## src/rtl/nf_pkg.sv

```systemverilog
// rtl/nf_pkg.sv - shared state encoding, frame length limits and byte-lane helpers for the packet generator
package nf_pkg;

    typedef enum logic [1:0] {
        IDLE = 2'd0,
        SEND = 2'd1,
        GAP  = 2'd2,
        DONE = 2'd3
    } state_e;

    localparam logic [10:0] MIN_FRAME_LEN = 11'd60;
    localparam logic [10:0] MAX_FRAME_LEN = 11'd1514;

    // DST(6) + SRC(6) + EtherType(2) + signature(8) + seq(4)
    localparam logic [10:0] HDR_BYTES = 11'd26;

    function automatic logic [10:0] clamp_len(input logic [10:0] len,
                                              input logic [10:0] lo,
                                              input logic [10:0] hi);
        logic [10:0] r;
        r = len;
        if (len < lo) r = lo;
        if (len > hi) r = hi;
        return r;
    endfunction

    // Frame byte n travels on lane n%8, i.e. bits [8*lane+7 : 8*lane].
    function automatic logic [63:0] place_byte(input logic [63:0] word,
                                               input logic [2:0]  lane,
                                               input logic [7:0]  b);
        logic [63:0] r;
        r = word;
        r[{lane, 3'b000} +: 8] = b;
        return r;
    endfunction

endpackage

```

## src/rtl/nf_pktgen_ng_if.sv

```systemverilog
// rtl/nf_pktgen_ng_if.sv - 64-bit AXI-Stream TX bundle between the generator and the MAC
interface nf_pktgen_ng_if;

    logic        tvalid;
    logic        tready;
    logic [63:0] tdata;
    logic [7:0]  tkeep;
    logic        tlast;
    logic        tuser;

    modport master (
        output tvalid, tdata, tkeep, tlast, tuser,
        input  tready
    );

    modport slave (
        input  tvalid, tdata, tkeep, tlast, tuser,
        output tready
    );

endinterface

```

## src/rtl/nf_pktgen_beat.sv

```systemverilog
// rtl/nf_pktgen_beat.sv - combinational formatter producing tdata/tkeep/tlast for one beat of a frame
module nf_pktgen_beat
    import nf_pkg::*;
#(
    parameter logic [47:0] SRC_MAC  = 48'h3ca9f457afde,
    parameter logic [47:0] DST_MAC  = 48'h3ca9f457aade,
    parameter logic [15:0] ETH_TYPE = 16'h0800,
    parameter logic [63:0] PAYLOAD  = 64'hf00d_face_d066_f00d
) (
    input  logic [7:0]  beat_idx,
    input  logic [10:0] frame_len,
    input  logic [31:0] seq,
    output logic [63:0] tdata,
    output logic [7:0]  tkeep,
    output logic        tlast
);

    logic [207:0] hdr;
    logic [7:0]   last_idx;
    logic [2:0]   rem;
    logic [10:0]  byte_idx;
    logic [7:0]   hdr_pos;

    // Header bytes 0..25 in transmit order, byte 0 in the top octet.
    assign hdr = {DST_MAC, SRC_MAC, ETH_TYPE, PAYLOAD, seq};
    assign rem = frame_len[2:0];

    always_comb begin
        last_idx = 8'((frame_len - 11'd1) >> 3);
        tlast    = (beat_idx == last_idx);
        tkeep    = 8'hFF;
        if (tlast && rem != 3'd0) begin
            tkeep = 8'hFF >> (4'd8 - {1'b0, rem});
        end
    end

    always_comb begin
        tdata    = '0;
        byte_idx = '0;
        hdr_pos  = '0;
        for (int i = 0; i < 8; i++) begin
            byte_idx = {beat_idx, i[2:0]};
            hdr_pos  = 8'd200 - {byte_idx[4:0], 3'b000};
            if (byte_idx < frame_len) begin
                if (byte_idx < HDR_BYTES) begin
                    tdata = place_byte(tdata, i[2:0], hdr[hdr_pos +: 8]);
                end else begin
                    tdata = place_byte(tdata, i[2:0], byte_idx[7:0]);
                end
            end
        end
    end

endmodule

```

## src/rtl/nf_pktgen_ng.sv

```systemverilog
// rtl/nf_pktgen_ng.sv - runtime-configurable Ethernet II frame generator driving the 10G MAC TX stream
module nf_pktgen_ng
    import nf_pkg::*;
#(
    parameter logic [47:0] SRC_MAC  = 48'h3ca9f457afde,
    parameter logic [47:0] DST_MAC  = 48'h3ca9f457aade,
    parameter logic [15:0] ETH_TYPE = 16'h0800,
    parameter logic [63:0] PAYLOAD  = 64'hf00d_face_d066_f00d,
    parameter int          GAP_W    = 26,
    parameter logic [10:0] MIN_LEN  = MIN_FRAME_LEN,
    parameter logic [10:0] MAX_LEN  = MAX_FRAME_LEN
) (
    input  logic               clk156,
    input  logic               reset,
    input  logic               cfg_enable,
    input  logic [10:0]        cfg_frame_len,
    input  logic [GAP_W-1:0]   cfg_gap,
    input  logic [31:0]        cfg_count,
    nf_pktgen_ng_if.master     s_axis_tx,
    output logic [7:0]         tx_ifg_delay,
    output logic               busy,
    output logic               done,
    output logic [31:0]        frames_sent
);

    state_e           state_q, state_d;
    logic [7:0]       beat_q, beat_d;
    logic [10:0]      len_q, len_d;
    logic [GAP_W-1:0] gap_q, gap_d;
    logic [GAP_W-1:0] gap_cnt_q, gap_cnt_d;
    logic [31:0]      count_q, count_d;
    logic [31:0]      seq_q, seq_d;
    logic [31:0]      frames_q, frames_d;

    logic             start_frame;
    logic             tvalid;
    logic             accept;
    logic [63:0]      beat_data;
    logic [7:0]       beat_keep;
    logic             beat_last;

    assign tvalid = (state_q == SEND);
    assign accept = tvalid & s_axis_tx.tready;

    nf_pktgen_beat #(
        .SRC_MAC  (SRC_MAC),
        .DST_MAC  (DST_MAC),
        .ETH_TYPE (ETH_TYPE),
        .PAYLOAD  (PAYLOAD)
    ) u_beat (
        .beat_idx  (beat_q),
        .frame_len (len_q),
        .seq       (seq_q),
        .tdata     (beat_data),
        .tkeep     (beat_keep),
        .tlast     (beat_last)
    );

    always_comb begin
        state_d     = state_q;
        beat_d      = beat_q;
        len_d       = len_q;
        gap_d       = gap_q;
        gap_cnt_d   = gap_cnt_q;
        count_d     = count_q;
        seq_d       = seq_q;
        frames_d    = frames_q;
        start_frame = 1'b0;

        case (state_q)
            IDLE: begin
                if (cfg_enable) begin
                    state_d     = SEND;
                    start_frame = 1'b1;
                end
            end
            SEND: begin
                if (accept) begin
                    if (beat_last) begin
                        seq_d    = seq_q + 32'd1;
                        frames_d = frames_q + 32'd1;
                        if (count_q != '0 && frames_d == count_q) begin
                            state_d = DONE;
                        end else if (!cfg_enable) begin
                            state_d = IDLE;
                        end else if (gap_q == '0) begin
                            start_frame = 1'b1;
                        end else begin
                            state_d   = GAP;
                            gap_cnt_d = gap_q - GAP_W'(1);
                        end
                    end else begin
                        beat_d = beat_q + 8'd1;
                    end
                end
            end
            GAP: begin
                if (gap_cnt_q == '0) begin
                    if (cfg_enable) begin
                        state_d     = SEND;
                        start_frame = 1'b1;
                    end else begin
                        state_d = IDLE;
                    end
                end else begin
                    gap_cnt_d = gap_cnt_q - GAP_W'(1);
                end
            end
            DONE: begin
                // A finished run restarts numbering only once software withdraws enable.
                if (!cfg_enable) begin
                    state_d  = IDLE;
                    seq_d    = '0;
                    frames_d = '0;
                end
            end
            default: state_d = IDLE;
        endcase

        // Frame configuration is captured only here, so mid-frame edits never reshape a frame.
        if (start_frame) begin
            beat_d  = '0;
            len_d   = clamp_len(cfg_frame_len, MIN_LEN, MAX_LEN);
            gap_d   = cfg_gap;
            count_d = cfg_count;
        end
    end

    always_ff @(posedge clk156) begin
        if (reset) begin
            state_q   <= IDLE;
            beat_q    <= '0;
            len_q     <= MIN_LEN;
            gap_q     <= '0;
            gap_cnt_q <= '0;
            count_q   <= '0;
            seq_q     <= '0;
            frames_q  <= '0;
        end else begin
            state_q   <= state_d;
            beat_q    <= beat_d;
            len_q     <= len_d;
            gap_q     <= gap_d;
            gap_cnt_q <= gap_cnt_d;
            count_q   <= count_d;
            seq_q     <= seq_d;
            frames_q  <= frames_d;
        end
    end

    assign s_axis_tx.tvalid = tvalid;
    assign s_axis_tx.tdata  = tvalid ? beat_data : 64'd0;
    assign s_axis_tx.tkeep  = tvalid ? beat_keep : 8'd0;
    assign s_axis_tx.tlast  = tvalid & beat_last;
    assign s_axis_tx.tuser  = 1'b0;

    assign tx_ifg_delay = 8'd8;
    assign busy         = (state_q == SEND) || (state_q == GAP);
    assign done         = (state_q == DONE);
    assign frames_sent  = frames_q;

endmodule

```

## src/flat_wrapper.sv

```systemverilog
// flat-port wrapper written by rule: the top's interface ports become plain ports
module nf_pktgen_ng_flat import nf_pkg::*;
#(
    parameter logic [47:0] SRC_MAC  = 48'h3ca9f457afde,
    parameter logic [47:0] DST_MAC  = 48'h3ca9f457aade,
    parameter logic [15:0] ETH_TYPE = 16'h0800,
    parameter logic [63:0] PAYLOAD  = 64'hf00d_face_d066_f00d,
    parameter int          GAP_W    = 26,
    parameter logic [10:0] MIN_LEN  = MIN_FRAME_LEN,
    parameter logic [10:0] MAX_LEN  = MAX_FRAME_LEN
)
  (clk156, reset, cfg_enable, cfg_frame_len, cfg_gap, cfg_count, tx_ifg_delay, busy, done, frames_sent, s_axis_tx_tvalid, s_axis_tx_tdata, s_axis_tx_tkeep, s_axis_tx_tlast, s_axis_tx_tuser, s_axis_tx_tready);
  nf_pktgen_ng_if s_axis_tx_i ();
  input  logic clk156;
  input  logic reset;
  input  logic cfg_enable;
  input  logic [10:0] cfg_frame_len;
  input  logic [GAP_W-1:0] cfg_gap;
  input  logic [31:0] cfg_count;
  output logic [7:0] tx_ifg_delay;
  output logic busy;
  output logic done;
  output logic [31:0] frames_sent;
  output wire logic [$bits(s_axis_tx_i.tvalid)-1:0] s_axis_tx_tvalid;
  output wire logic [$bits(s_axis_tx_i.tdata)-1:0] s_axis_tx_tdata;
  output wire logic [$bits(s_axis_tx_i.tkeep)-1:0] s_axis_tx_tkeep;
  output wire logic [$bits(s_axis_tx_i.tlast)-1:0] s_axis_tx_tlast;
  output wire logic [$bits(s_axis_tx_i.tuser)-1:0] s_axis_tx_tuser;
  input wire logic [$bits(s_axis_tx_i.tready)-1:0] s_axis_tx_tready;
  assign s_axis_tx_tvalid = s_axis_tx_i.tvalid;
  assign s_axis_tx_tdata = s_axis_tx_i.tdata;
  assign s_axis_tx_tkeep = s_axis_tx_i.tkeep;
  assign s_axis_tx_tlast = s_axis_tx_i.tlast;
  assign s_axis_tx_tuser = s_axis_tx_i.tuser;
  assign s_axis_tx_i.tready = s_axis_tx_tready;
  nf_pktgen_ng #(.SRC_MAC(SRC_MAC), .DST_MAC(DST_MAC), .ETH_TYPE(ETH_TYPE), .PAYLOAD(PAYLOAD), .GAP_W(GAP_W), .MIN_LEN(MIN_LEN), .MAX_LEN(MAX_LEN)) u_core (.clk156(clk156), .reset(reset), .cfg_enable(cfg_enable), .cfg_frame_len(cfg_frame_len), .cfg_gap(cfg_gap), .cfg_count(cfg_count), .s_axis_tx(s_axis_tx_i), .tx_ifg_delay(tx_ifg_delay), .busy(busy), .done(done), .frames_sent(frames_sent));
endmodule
```

## config.mk

```make
export PLATFORM = sky130hd
export DESIGN_NAME = nf_pktgen_ng_flat
export DESIGN_NICKNAME = d
export VERILOG_FILES = /design/src/rtl/nf_pkg.sv /design/src/rtl/nf_pktgen_ng_if.sv /design/src/rtl/nf_pktgen_beat.sv /design/src/rtl/nf_pktgen_ng.sv /design/src/flat_wrapper.sv
export SDC_FILE = /design/constraint.sdc
export NUM_CORES = 1
export LEC_CHECK = 0
export BUFFER_PORTS_ARGS = -buffer_cell sky130_fd_sc_hd__buf_2
export CORE_ASPECT_RATIO = 2
export CORE_MARGIN = 4
export CORE_UTILIZATION = 63
export CTS_BUF_LIST = sky130_fd_sc_hd__clkbuf_16
export CTS_CLUSTER_DIAMETER = 80
export DETAILED_ROUTE_END_ITERATION = 16
export PLACE_DENSITY = 0.88
export SKIP_LAST_GASP = 1
export SYNTH_ARGS = -nofsm -noshare
export SYNTH_HDL_FRONTEND = slang
export SYNTH_HIERARCHICAL = 1
export SYNTH_SLANG_ARGS = --single-unit
export TNS_END_PERCENT = 1
```

## constraint.sdc

```tcl
create_clock -name clk156 -period 7.4 [get_ports clk156]
set_input_delay 1.11 -clock clk156 [delete_from_list [all_inputs] [get_ports clk156]]
set_output_delay 1.11 -clock clk156 [all_outputs]
set_load 0.005 [all_outputs]
```

### Word-level counts from Yosys, hierarchy flattened

Cells that the tools add are included.

| word-level totals | value |
|---|---|
| bits in registers | 169 |
| output and inout port bits | 117 |
| logic and storage cells | 136 |

| cells by class | value |
|---|---|
| add/subtract/negate cells | 15 |
| order comparisons | 18 |
| equality and inequality tests | 15 |
| shift-type cells | 9 |
| multiplexer cells | 53 |
| bitwise gates (word level) | 3 |
| reductions and logical operators | 15 |

Operator list:

| kind | number |
|---|---|
| $shiftx A208 B9 Y8 | 8 |
| $mux W32 | 7 |
| $mux W64 | 3 |
| $mux W26 | 6 |
| $pmux W32 S2 | 2 |
| $mux W56 | 2 |
| $mux W48 | 2 |
| $lt A11 B11 Y1 | 8 |
| $lt A11 B5 Y1 const B | 8 |
| $mux W40 | 2 |
| $add A32 B1 Y32 const B | 2 |
| $sub A8 B8 Y8 const A | 8 |
| $logic_not A26 Y1 | 2 |
| $pmux W26 S2 | 1 |
| $sub A26 B1 Y26 const B | 2 |
| $mux W24 | 2 |
| $eq A32 B32 Y1 | 1 |
| $mux W16 | 2 |
| $mux W8 | 4 |
| $reduce_bool A32 Y1 | 1 |
| $mux W11 | 2 |
| $mux W2 | 8 |
| $ne A2 B2 Y1 const B | 8 |
| $gt A11 B11 Y1 const B | 1 |
| other kinds (25) | 36 |

### Logic depth before layout (Yosys ltp)

Gate-level depths: netlist of the first run.

| depth | value |
|---|---|
| word-level depth | 19 |
| gate-level depth with buffers | 20 |

### Hierarchy

The synthesis of the first run kept the hierarchy.

Modules (own cells, without submodules):

| module | times used | cells an instance | area an instance (µm²) |
|---|---|---|---|
| nf_pktgen_ng | 1 | 1333 | 10264.8 |
| nf_pktgen_beat | 1 | 267 | 1581.5 |

### Least setup slack after synthesis of the first run

Ideal clock, no wire load.

| timing path | value |
|---|---|
| kind | reg2reg |
| start point | reg u_core.state_q[0] |
| end point | reg u_core.gap_cnt_q[22] |
| setup time | 132 ps |
| arrival | 4496 ps |
| required time | 7268 ps |
| setup slack | 2772 ps |
| cell stages (with the launch flop) | 19 |
| buffers on the path | 7 |
| cells stage by stage | dfxtp_1 > inv_1 > ha_1 > buf_2 > buf_2 > buf_1 > buf_1 > clkbuf_1 > clkbuf_1 > mux2i_1 > ha_1 > o21ai_0 > nor4_1 > nand4_1 > or2_2 > clkbuf_1 > o311a_1 > o21ai_0 > a21oi_1 |

| on the way | value |
|---|---|
| cells in the longest elaborated chain, start to end | 4 |

Ends and longest elaborated chain:

| element | line | text |
|---|---|---|
| start, declared | nf_pktgen_ng.sv:26 | `state_e state_q, state_d;` |
| start signal, assigned | nf_pktgen_ng.sv:140 | `state_q <= state_d;` |
| $eq A2 B1 Y1 | nf_pktgen_ng.sv:42, nf_pktgen_ng.sv:70 |  |
| $and A1 B1 Y1 | nf_pktgen_ng.sv:43 | `assign accept = tvalid & s_axis_tx.tready;` |
| $ne A2 B2 Y1 (no line) | - |  |
| $reduce_and A7 Y1 (no line) | - |  |
| end signal, assigned | nf_pktgen_ng.sv:144 | `gap_cnt_q <= gap_cnt_d;` |
| end, declared | nf_pktgen_ng.sv:30 | `logic [GAP_W-1:0] gap_cnt_q, gap_cnt_d;` |

Several ways; a longest one is shown, not always the timed one.
A chain may end at the register's enable or synchronous reset.

### Worst setup path after layout of the first run

| timing path | value |
|---|---|
| start point | reg u_core.beat_q[0] |
| end point | reg u_core.seq_q[30] |

| on the way | value |
|---|---|
| cells in the longest elaborated chain, start to end | 3 |

Ends and longest elaborated chain:

| element | line | text |
|---|---|---|
| start, declared | nf_pktgen_ng.sv:27 | `logic [7:0] beat_q, beat_d;` |
| start signal, assigned | nf_pktgen_ng.sv:141 | `beat_q <= beat_d;` |
| $eq A8 B8 Y1 | nf_pktgen_beat.sv:30 | `tlast = (beat_idx == last_idx);` |
| via u_core.beat_last | nf_pktgen_ng.sv:40 | `logic beat_last;` |
| $ne A2 B2 Y1 (no line) | - |  |
| $reduce_and A4 Y1 (no line) | - |  |
| end signal, assigned | nf_pktgen_ng.sv:146 | `seq_q <= seq_d;` |
| end, declared | nf_pktgen_ng.sv:32 | `logic [31:0] seq_q, seq_d;` |

The timed path passes the listed nets, and every way through them passes these cells.

==> reports/results.ini, run 1 <==
[clock_network]
root_buffer = clkbuf_16
clk_latency_ns = 0.44
hold_buffers = 0
cts_buffers = 17
cts.sinks = 169
clkTransAtPathRegs_ns = 0.07
cts_buffer_depth = 2
postCtsSetupBuffers = 0
cts_tree = built
ctsResizeCount = 0
htreeDepth = 4

[power]
pwr_density_cell_nw_per_um2 = 208.6
ir_drop_v = 0.0002271
power_leakage_nw = 5.493
power_mw = 2.748

[worst_setup_path]
crit_fanout = 28
cp-startpoint = u_core/beat_q[0]$_SDFFE_PP0P_
worstSetupPathType = register to register
endpoint = u_core/seq_q[30]$_SDFFE_PP0P_
crit_arrival_ns = 5.53
critPathCaptureType = register
required_ns = 7.70
rr_startpoint = u_core/beat_q[0]$_SDFFE_PP0P_
r2r_cells = 14
crit_path_start_kind = register
r2r-end = u_core/seq_q[30]$_SDFFE_PP0P_
r2r_slack_ns = 2.17

[route]
route.detailed.drc = 0
firstDrtPassIters = 6
vias = 12510
wl_per_cell_um = 19.15
drt-vias-per-instance = 6.469
ant_nets = 0
drt-total-wl_um = 37010
drt_iter0_drc = 1057

[place]
pre_cts_slack_ns = 2.277
gp_congestion = 1.009
dp_hpwl_um = 27280
numPortBuffers = 179

[cells_and_area]
multiInputGateArea_um2 = 7849
fill_cells = 1569
area_growth_syn_to_layout_pct = 11.19
drive_gt1_share_pct = 14.74
register_area_um2 = 3383
n_antenna_cell = 0
fin_nets = 1802

[global_routing]
grt_use_met2_pct = 62.16
overflow = 0
use_met1_pct = 34.99
grt_pass1_wl_um = 59330
grt_max_degree = 83
grt_antenna_before_repair = 0
grt_use_total_pct = 33.90
busiest_layer = met2
first_global_vias = 12040
grt_use_met3_pct = 4.794

[timing]
final_max_slew_viol_count = 0
hold_ws_ns = 0.4881
rsz0062_at_grt = false
period_needed_ns = 5.228
final-setup-viol-count = 0
fin_crit_sh_pct = 70.64
hold_violations = 0
setup_tns_ns = 0
worstMarginPinSlew_ns = 1.232
timing.fmax_mhz = 191.3
slew_headroom_pct = 17.88
final.setup_skew_ns = 0.008035
worst_slack_ns = 2.172

[synthesis]
syn_area_per_cell_um2 = 7.404
synth-main-ff-cell = dfxtp_1
yosysUniqueCellTypes = 83
ys_warn_count = 6
ys_top_cells_by_area = dfxtp_1, nor2_1, mux2i_1
async_flop_share_pct = 0
synth_edf_count = 0
yosysSeqAreaShare_pct = 28.56
synth_area_leader_cell = dfxtp_1
netlist_area_um2 = 11850
syn-instance-count = 1600
yosysTopAreaCellShare_pct = 28.56
synth-seq-cells = 169

[hold_path]
worst_hold_path_type = register to register

[die]
coreArea_um2 = 18390
ioPinCount = 190
start_util_pct = 64.41
dieArea_um2 = 21200
fp-row-count = 70
die_w_um = 105.0
fp.dieH_um = 201.9

[run]
maxCapViolations = 0

[outcome]
status = finished clean

## metrics by stage
stage	area, um2	util (%)	std cells
2_1_floorplan	11870	-	1607
3_3_place_gp	12610	68.54	1901
3_5_place_dp	12610	68.54	1901
4_1_cts	13170	71.61	1933
5_1_grt	13170	71.61	1933
6_report	13170	71.61	1933
## layout make-up
type | count | area share [%]
Clock buffer | 17 | 3.230
Clock inverter | 15 | 1.054
Inverter | 35 | 0.9974
Multi-Input combinational cell | 1292 | 59.59
Sequential cell | 169 | 25.69
Tap cell | 216 | 2.052
Timing Repair Buffer | 189 | 7.391
## cell usage in the layout, fill, tap and decap left out, types with 50 or more instances in the layout
master,instances
nand3_1,50
o21ai_0,89
mux2i_1,73
nor3_1,57
dfxtp_1,169
nor2_1,246
and2_1,85
a21oi_1,118
buf_2,178
nand2_1,98
## per-layer routing
metal,vias to the layer above,wire length [um]
met1,5802,13150
met5,-,0
met2,626,19090
li1,5891,-
met4,0,2512
met3,186,2266
## power by group
| group | leakage [nW] | switching, mW | internal, mW |
|---|---|---|---|
| Combinational | 3.84 | 0.463 | 0.340 |
| Sequential | 1.38 | 0.100 | 0.976 |
| Clock | 0.276 | 0.398 | 0.470 |
## sequential cells by signal, summed over array words and instances, names as in the netlist
signal              cells
u_core/len_q           11
u_core/state_q          2
u_core/count_q         32
u_core/gap_cnt_q       26
u_core/beat_q           8
u_core/frames_sent     32
u_core/gap_q           26
u_core/seq_q           32
## critical path: stages (launching register included)
cell       delay, ns
dfxtp_1         0.96
inv_1           0.39
a211o_1         0.36
a2111oi_4       0.55
and2_1          0.26
nand2_1         0.15
a22oi_1         0.28
o21a_1          0.55
nand4_1         0.31
or2_2           0.41
nor2_1          0.22
nand2_1         0.19
nor3_1          0.26
xnor2_1         0.16
nor2_1          0.05
## kinds of logic (layout without fill, tap and decap cells)
logic type	after synthesis	in the layout	synth area share, %
and+or+nand+nor	760	760	32.97
AOI/OAI and AO/OA	333	333	17.33
DFF	169	169	28.56
buffers and inverters	146	256	5.482
xor gates and xnor gates	90	90	6.654
muxes	74	74	6.263
adders and majority gates	25	25	2.640
other	3	10	0.09505
## worst min path at each step
stage	start	end	slack, ns	depth (start not counted)
2_1_floorplan	u_core/gap_cnt_q[15]$_SDFFE_PP0P_	u_core/gap_cnt_q[15]$_SDFFE_PP0P_	0.46	2
3_3_place_gp	u_core/gap_cnt_q[15]$_SDFFE_PP0P_	u_core/gap_cnt_q[15]$_SDFFE_PP0P_	0.48	2
3_5_place_dp	u_core/gap_cnt_q[15]$_SDFFE_PP0P_	u_core/gap_cnt_q[15]$_SDFFE_PP0P_	0.48	2
4_1_cts	u_core/gap_cnt_q[15]$_SDFFE_PP0P_	u_core/gap_cnt_q[15]$_SDFFE_PP0P_	0.49	2
5_1_grt	u_core/gap_cnt_q[15]$_SDFFE_PP0P_	u_core/gap_cnt_q[15]$_SDFFE_PP0P_	0.51	2
6_report	u_core/gap_cnt_q[15]$_SDFFE_PP0P_	u_core/gap_cnt_q[15]$_SDFFE_PP0P_	0.49	2
## cells in the mapped netlist, types with 6 or more instances
| master | n |
|---|---|
| nor2_1 | 246 |
| dfxtp_1 | 169 |
| a21oi_1 | 118 |
| nand2_1 | 98 |
| o21ai_0 | 90 |
| and2_1 | 85 |
| mux2i_1 | 73 |
| clkbuf_1 | 71 |
| nor3_1 | 57 |
| nand3_1 | 50 |
| xnor2_1 | 49 |
| xor2_1 | 41 |
| nand4_1 | 39 |
| nor4_1 | 39 |
| inv_1 | 34 |
| or3_1 | 29 |
| a31oi_1 | 25 |
| and3_1 | 25 |
| ha_1 | 25 |
| nor2b_1 | 20 |
| a211oi_1 | 18 |
| buf_2 | 18 |
| buf_4 | 13 |
| and4_1 | 10 |
| o211ai_1 | 10 |
| nand2b_1 | 9 |
| nor3b_1 | 9 |
| or4_1 | 9 |
| or2_2 | 7 |
| a21o_1 | 6 |
| o31ai_1 | 6 |
No activity file was read; power rests on OpenSTA's default activity.
==> run 2, diff against run 1 <==
Settings changed: CORE_UTILIZATION 63 to 58, PLACE_DENSITY 0.88 to 0.82.
Clock period 7.4 ns to 5.2 ns, I/O delays scaled along.
==> reports/results.ini, run 2 (synthesized netlist as in run 1, its figures left out) <==
[outcome]
status = finished clean

[worst_setup_path]
worstSetupPathType = register to register
r2r-end = u_core/gap_cnt_q[2]$_SDFFE_PP0P_
critPathCaptureType = register
crit_path_start_kind = register
r2r_cells = 10  ; -4
rr_startpoint = u_core/frames_sent[0]$_SDFFE_PP0P_
r2r_slack_ns = 0.45  ; -1.72 ns
required_ns = 5.49  ; -2.21 ns
crit_fanout = 34  ; +21%
crit_arrival_ns = 5.04  ; -0.49 ns

[die]
fp.dieH_um = 210.1  ; +4.1%
dieArea_um2 = 22910  ; +8.1%
start_util_pct = 59.22  ; -5.2 points
die_w_um = 109.1  ; +3.9%
coreArea_um2 = 20000  ; +8.8%
fp-row-count = 73  ; +4.3%
ioPinCount = 190  ; unchanged

[route]
drt-vias-per-instance = 6.187  ; -4.4%
drt-total-wl_um = 37100  ; +0.23%
vias = 12330  ; -1.4%
drt_iter0_drc = 1093  ; +3.4%
firstDrtPassIters = 5  ; -1
route.detailed.drc = 0  ; unchanged
ant_nets = 0  ; unchanged
wl_per_cell_um = 18.61  ; -2.8%

[clock_network]
cts_buffer_depth = 2  ; unchanged
clkTransAtPathRegs_ns = 0.07  ; about the same
root_buffer = clkbuf_16
postCtsSetupBuffers = 0  ; unchanged
cts_buffers = 17  ; unchanged
cts.sinks = 169  ; unchanged
cts_tree = built
hold_buffers = 0  ; unchanged
ctsResizeCount = 0  ; unchanged
clk_latency_ns = 0.44  ; about the same
htreeDepth = 4  ; unchanged

[hold_path]
worstHoldEndpoint = u_core/gap_cnt_q[15]$_SDFFE_PP0P_
hold_depth = 2  ; unchanged
worst_hold_path_type = register to register
hp-start = u_core/gap_cnt_q[15]$_SDFFE_PP0P_

[power]
pwr-share-clk_pct = 32.4  ; +0.8 points
intPower_mw = 2.603  ; +46%
seqPwrFrac_pct = 38.1  ; -1.1 points
switching_share_pct = 34.77  ; -0.21 points
ir_drop_v = 0.0002230  ; -1.8%
power.switching_mw = 1.388  ; +44%
pwr-share-comb_pct = 29.4  ; +0.2 points
pwr_density_cell_nw_per_um2 = 298.5  ; +43%
power_leakage_nw = 5.586  ; +1.7%

[timing]
final_max_slew_viol_count = 0  ; unchanged
hold_violations = 0  ; unchanged
final-setup-viol-count = 0  ; unchanged
final.setup_skew_ns = 0.009796  ; +0.001761 ns
timing.fmax_mhz = 210.4  ; +10%
period_needed_ns = 4.752  ; -0.4755 ns
setup_tns_ns = 0  ; unchanged
slew_headroom_pct = 5.815  ; -12 points
rsz0062_at_grt = false
worstMarginPinSlew_ns = 1.401  ; +0.1690 ns
fin_crit_sh_pct = 91.39  ; +21 points

[cells_and_area]
fin_nets = 1816  ; +0.78%
area_growth_syn_to_layout_pct = 12.88
multiInputGateArea_um2 = 7849  ; unchanged
utilization_pct = 66.85  ; -4.8 points
n_antenna_cell = 0  ; unchanged
final_cell_mix = nor2_1, buf_2, dfxtp_1, a21oi_1, nand2_1
drive_gt1_share_pct = 15.42  ; +0.69 points
fill_cells = 1821  ; +16%
register_area_um2 = 3383  ; unchanged
final_common_cell = nor2_1

[global_routing]
grt_pass1_wl_um = 58400  ; -1.6%
overflow = 0  ; unchanged
grt_max_degree = 83  ; unchanged
grt_antenna_before_repair = 0  ; unchanged
grt_use_total_pct = 31.88  ; -2.0 points
first_global_vias = 11480  ; -4.7%

[place]
gp_congestion = 1.009  ; about the same
numPortBuffers = 179  ; unchanged
dp_hpwl_um = 27480  ; +0.73%

[run]
maxCapViolations = 0  ; unchanged

run 2: how the worst max path moves through the flow:
stage | start | slack, ns | cells past startpoint | endpoint
2_1_floorplan | u_core/state_q[0]$_SDFFE_PP0P_ | 0.57 | 18 | u_core/gap_cnt_q[22]$_SDFFE_PP0P_
6_report | u_core/frames_sent[0]$_SDFFE_PP0P_ | 0.45 | 10 | u_core/gap_cnt_q[2]$_SDFFE_PP0P_
3_3_place_gp | u_core/frames_sent[0]$_SDFFE_PP0P_ | 0.67 | 10 | u_core/gap_cnt_q[21]$_SDFFE_PP0P_
3_5_place_dp | u_core/frames_sent[0]$_SDFFE_PP0P_ | 0.54 | 10 | u_core/gap_cnt_q[2]$_SDFFE_PP0P_
4_1_cts | u_core/frames_sent[0]$_SDFFE_PP0P_ | 0.50 | 10 | u_core/gap_cnt_q[2]$_SDFFE_PP0P_
5_1_grt | u_core/frames_sent[0]$_SDFFE_PP0P_ | 0.12 | 10 | u_core/gap_cnt_q[2]$_SDFFE_PP0P_
run 2: routing by layer:
metal,vias to the layer above,GRT usage (%),part of all wire [%]
met1,5708,33.65,36
met4,0,19.97,6.4
met2,536,56.75,51
li1,5924,-,-
met3,162,5.915,6.3
met5,-,0,0
run 2: final cells by class:
cell class	instances	share of cell area [%]
inverter	35	0.9825
timing repair buffer	203	8.159
tap	262	2.452
sequential	169	25.30
clock inverter	15	1.226
clock buffer	17	3.181
multi-input combinational	1292	58.70
run 2: metrics by stage:
| step | setup slack, ns | area (um2) | power [mW] | hold slack (ns) | instances |
|---|---|---|---|---|---|
| after floorplan | 0.5722 | 11870 | 2.344 | 0.4592 | 1607 |
| after global placement | 0.6748 | 12780 | 2.664 | 0.4764 | 1961 |
| after detailed placement | 0.5401 | 12780 | 2.695 | 0.4817 | 1961 |
| after CTS | 0.5039 | 13370 | 3.988 | 0.4925 | 1993 |
| after global routing | 0.1184 | 13370 | 4.197 | 0.5318 | 1993 |
| final | 0.4479 | 13370 | 3.991 | 0.4921 | 1993 |
run 2: power by group through the flow:
stage               combinational [mW]  sequential [mW]  clock, mW
floorplan                        0.841             1.50          0
detailed placement                1.15             1.55          0
global route                      1.29             1.54       1.37
finish                            1.17             1.52       1.29
CTS                               1.15             1.52       1.32
global placement                  1.12             1.54          0
run 2: worst max-delay path, cell delays in order (launching register included):
cell       delay, ns
dfxtp_1         0.48
ha_1            0.33
nand3_2         0.34
nor3_1          0.65
or4b_2          0.69
xnor2_1         0.17
nor4_1          0.24
nand4_1         0.37
and2_1          0.79
o2111ai_1       0.43
a31oi_1         0.12
==> run 3, diff against run 2 <==
Settings changed: PLACE_DENSITY 0.82 to 0.9, RECOVER_POWER set to 100.
==> reports/results.ini, run 3 (synthesized netlist as in run 1, its figures left out) <==
[cells_and_area]
stdcell_count = 1987  ; -0.30%
utilization_pct = 66.10  ; -0.75 points
final_cell_mix = nor2_1, dfxtp_1, buf_2, a21oi_1, nand2_1
drive_gt1_share_pct = 12.58  ; -2.8 points
fin_nets = 1810  ; -0.33%
design_area_um2 = 13220  ; -1.1%
n_antenna_cell = 0  ; unchanged
fill_cells = 1725  ; -5.3%
final_common_cell = nor2_1
area_growth_syn_to_layout_pct = 11.61

[power]
power_leakage_nw = 5.337  ; -4.5%
power_mw = 3.934  ; -1.4%
ir_drop_v = 0.0002802  ; +26%
pwr_density_cell_nw_per_um2 = 297.6  ; -0.30%
intPower_mw = 2.575  ; -1.1%
switching_share_pct = 34.55  ; -0.23 points
pwr-share-clk_pct = 32.0  ; -0.4 points
power.switching_mw = 1.359  ; -2.1%
seqPwrFrac_pct = 38.8  ; +0.7 points
pwr-share-comb_pct = 29.2  ; -0.2 points

[run]
maxCapViolations = 2  ; +2

[global_routing]
grt_antenna_before_repair = 1  ; +1
grt_pass1_wl_um = 58170  ; -0.39%
first_global_vias = 11780  ; +2.7%
overflow = 0  ; unchanged
grt_max_degree = 90  ; +8.4%
grt_use_total_pct = 31.69  ; -0.19 points

[route]
route.detailed.drc = 0  ; unchanged
vias = 12530  ; +1.6%
met2WireLength_um = 18400  ; -2.9%
firstDrtPassIters = 6  ; +1
highest_layer = met5
wl_per_cell_um = 18.54  ; -0.41%
drt-met1-wl_um = 12730  ; -5.2%
drt-vias-per-instance = 6.305  ; +1.9%
drt_iter0_drc = 1081  ; -1.1%
dr_wl_met3_um = 2934  ; +25%
drt-total-wl_um = 36840  ; -0.71%
ant_nets = 0  ; unchanged

[timing]
period_needed_ns = 4.785  ; +0.03301 ns
final.setup_skew_ns = 0.007886  ; -0.001910 ns
worst_slack_ns = 0.4149  ; -0.03301 ns
final-setup-viol-count = 0  ; unchanged
fin_crit_sh_pct = 92.02  ; +0.63 points
timing.fmax_mhz = 209.0  ; -0.69%
setup_tns_ns = 0  ; unchanged
final_max_slew_viol_count = 124  ; +124
rsz0062_at_grt = false
slew_headroom_pct = -33.42  ; -39 points
hold_violations = 0  ; unchanged
hold_ws_ns = 0.4950  ; +0.002954 ns
worstMarginPinSlew_ns = 2.001  ; +0.6004 ns

[clock_network]
hold_buffers = 0  ; unchanged
cts_buffer_depth = 2  ; unchanged
ctsResizeCount = 0  ; unchanged
root_buffer = clkbuf_16
htreeDepth = 4  ; unchanged
clkTransAtPathRegs_ns = 0.07  ; about the same
postCtsSetupBuffers = 0  ; unchanged
cts_tree = built
clk_latency_ns = 0.44  ; about the same
cts_buffers = 17  ; unchanged
cts.sinks = 169  ; unchanged

[die]
start_util_pct = 59.22  ; unchanged
dieArea_um2 = 22910  ; unchanged
coreArea_um2 = 20000  ; unchanged
fp.dieH_um = 210.1  ; unchanged
ioPinCount = 190  ; unchanged
die_w_um = 109.1  ; unchanged
fp-row-count = 73  ; unchanged

[worst_setup_path]
crit_arrival_ns = 4.01  ; -1.03 ns
crit_fanout = 9  ; -74%
worstPathCellList = inv_1 > ha_1 > and3_1 > a221o_1 > a221oi_1 > o31ai_1 > a221oi_1 > and2_0 > buf_2
critical-path-top-delay-family = compound AO/OA/AOI/OAI gates
crit_path_start_kind = register
crit_path_top_delay_cell = a221oi_1
critPathCaptureType = output pin
crit_buf_inv = 2  ; +2
required_ns = 4.42  ; -1.07 ns
cp_common_cell = a221oi_1
cp_slowest_stage_delay_ns = 0.84  ; +0.05 ns
worstSetupPathType = register to output pin

[hold_path]
worst_hold_path_type = register to register

[outcome]
status = finished with violations
violations = max-capacitance violations, max-slew violations

[place]
post_dp_cell_area_um2 = 12740  ; -0.35%
dp_hpwl_um = 27090  ; -1.4%
pre_cts_slack_ns = 0.7682  ; +0.2281 ns
gp_congestion = 1.017  ; +0.74%
dpl.cell_count = 1955  ; -0.31%
numPortBuffers = 179  ; unchanged

run 3: final timing paths:
path	from	end	slack [ns]	cells after the start
setup reg to reg	u_core/len_q[3]$_SDFFE_PP1P_	u_core/frames_sent[12]$_SDFFE_PP0P_	0.46	13
hold reg to reg	u_core/gap_cnt_q[15]$_SDFFE_PP0P_	u_core/gap_cnt_q[15]$_SDFFE_PP0P_	0.50	2
setup / recovery	u_core/len_q[6]$_SDFFE_PP0P_	s_axis_tx_tdata[13]	0.41	9
hold / removal	u_core/gap_cnt_q[15]$_SDFFE_PP0P_	u_core/gap_cnt_q[15]$_SDFFE_PP0P_	0.50	2
run 3: final cells by class:
cell class / instances / area, um2 / area share, %
repair buffers: 197 / 970.9 / 7.344
inverters: 35 / 131.4 / 0.9937
clock buffers: 17 / 425.4 / 3.218
well taps: 262 / 327.8 / 2.479
clock inverters: 15 / 150.1 / 1.136
flip-flops and latches: 169 / 3383 / 25.59
multi-input cells: 1292 / 7833 / 59.24
run 3: worst register-to-register path: stages, from the launching register on:
cell and delay [ns]:
dfxtp_1 0.39, or3_4 0.43, a2111oi_1 0.37, a21oi_1 0.13
a2111oi_4 0.58, and2_0 0.25, nand2_1 0.16, a22oi_1 0.31
o21ai_0 0.21, clkbuf_1 0.69, nor2_1 0.57, nand2_1 0.12
or3_1 0.33, a21oi_1 0.14
run 3: per-layer routing:
metal / track usage, % / vias up
li1: - / 5906
met1: 33.37 / 5741
met2: 55.10 / 683
met3: 5.915 / 196
met4: 22.71 / 2
met5: 0 / -
run 3: power groups by stage:
stage / combinational (mW) / clock [mW] / sequential [mW]
floorplan: 0.841 / 0 / 1.50
global placement: 1.11 / 0 / 1.54
detailed placement: 1.14 / 0 / 1.55
CTS: 1.14 / 1.28 / 1.52
global route: 1.26 / 1.33 / 1.54
finish: 1.15 / 1.26 / 1.53
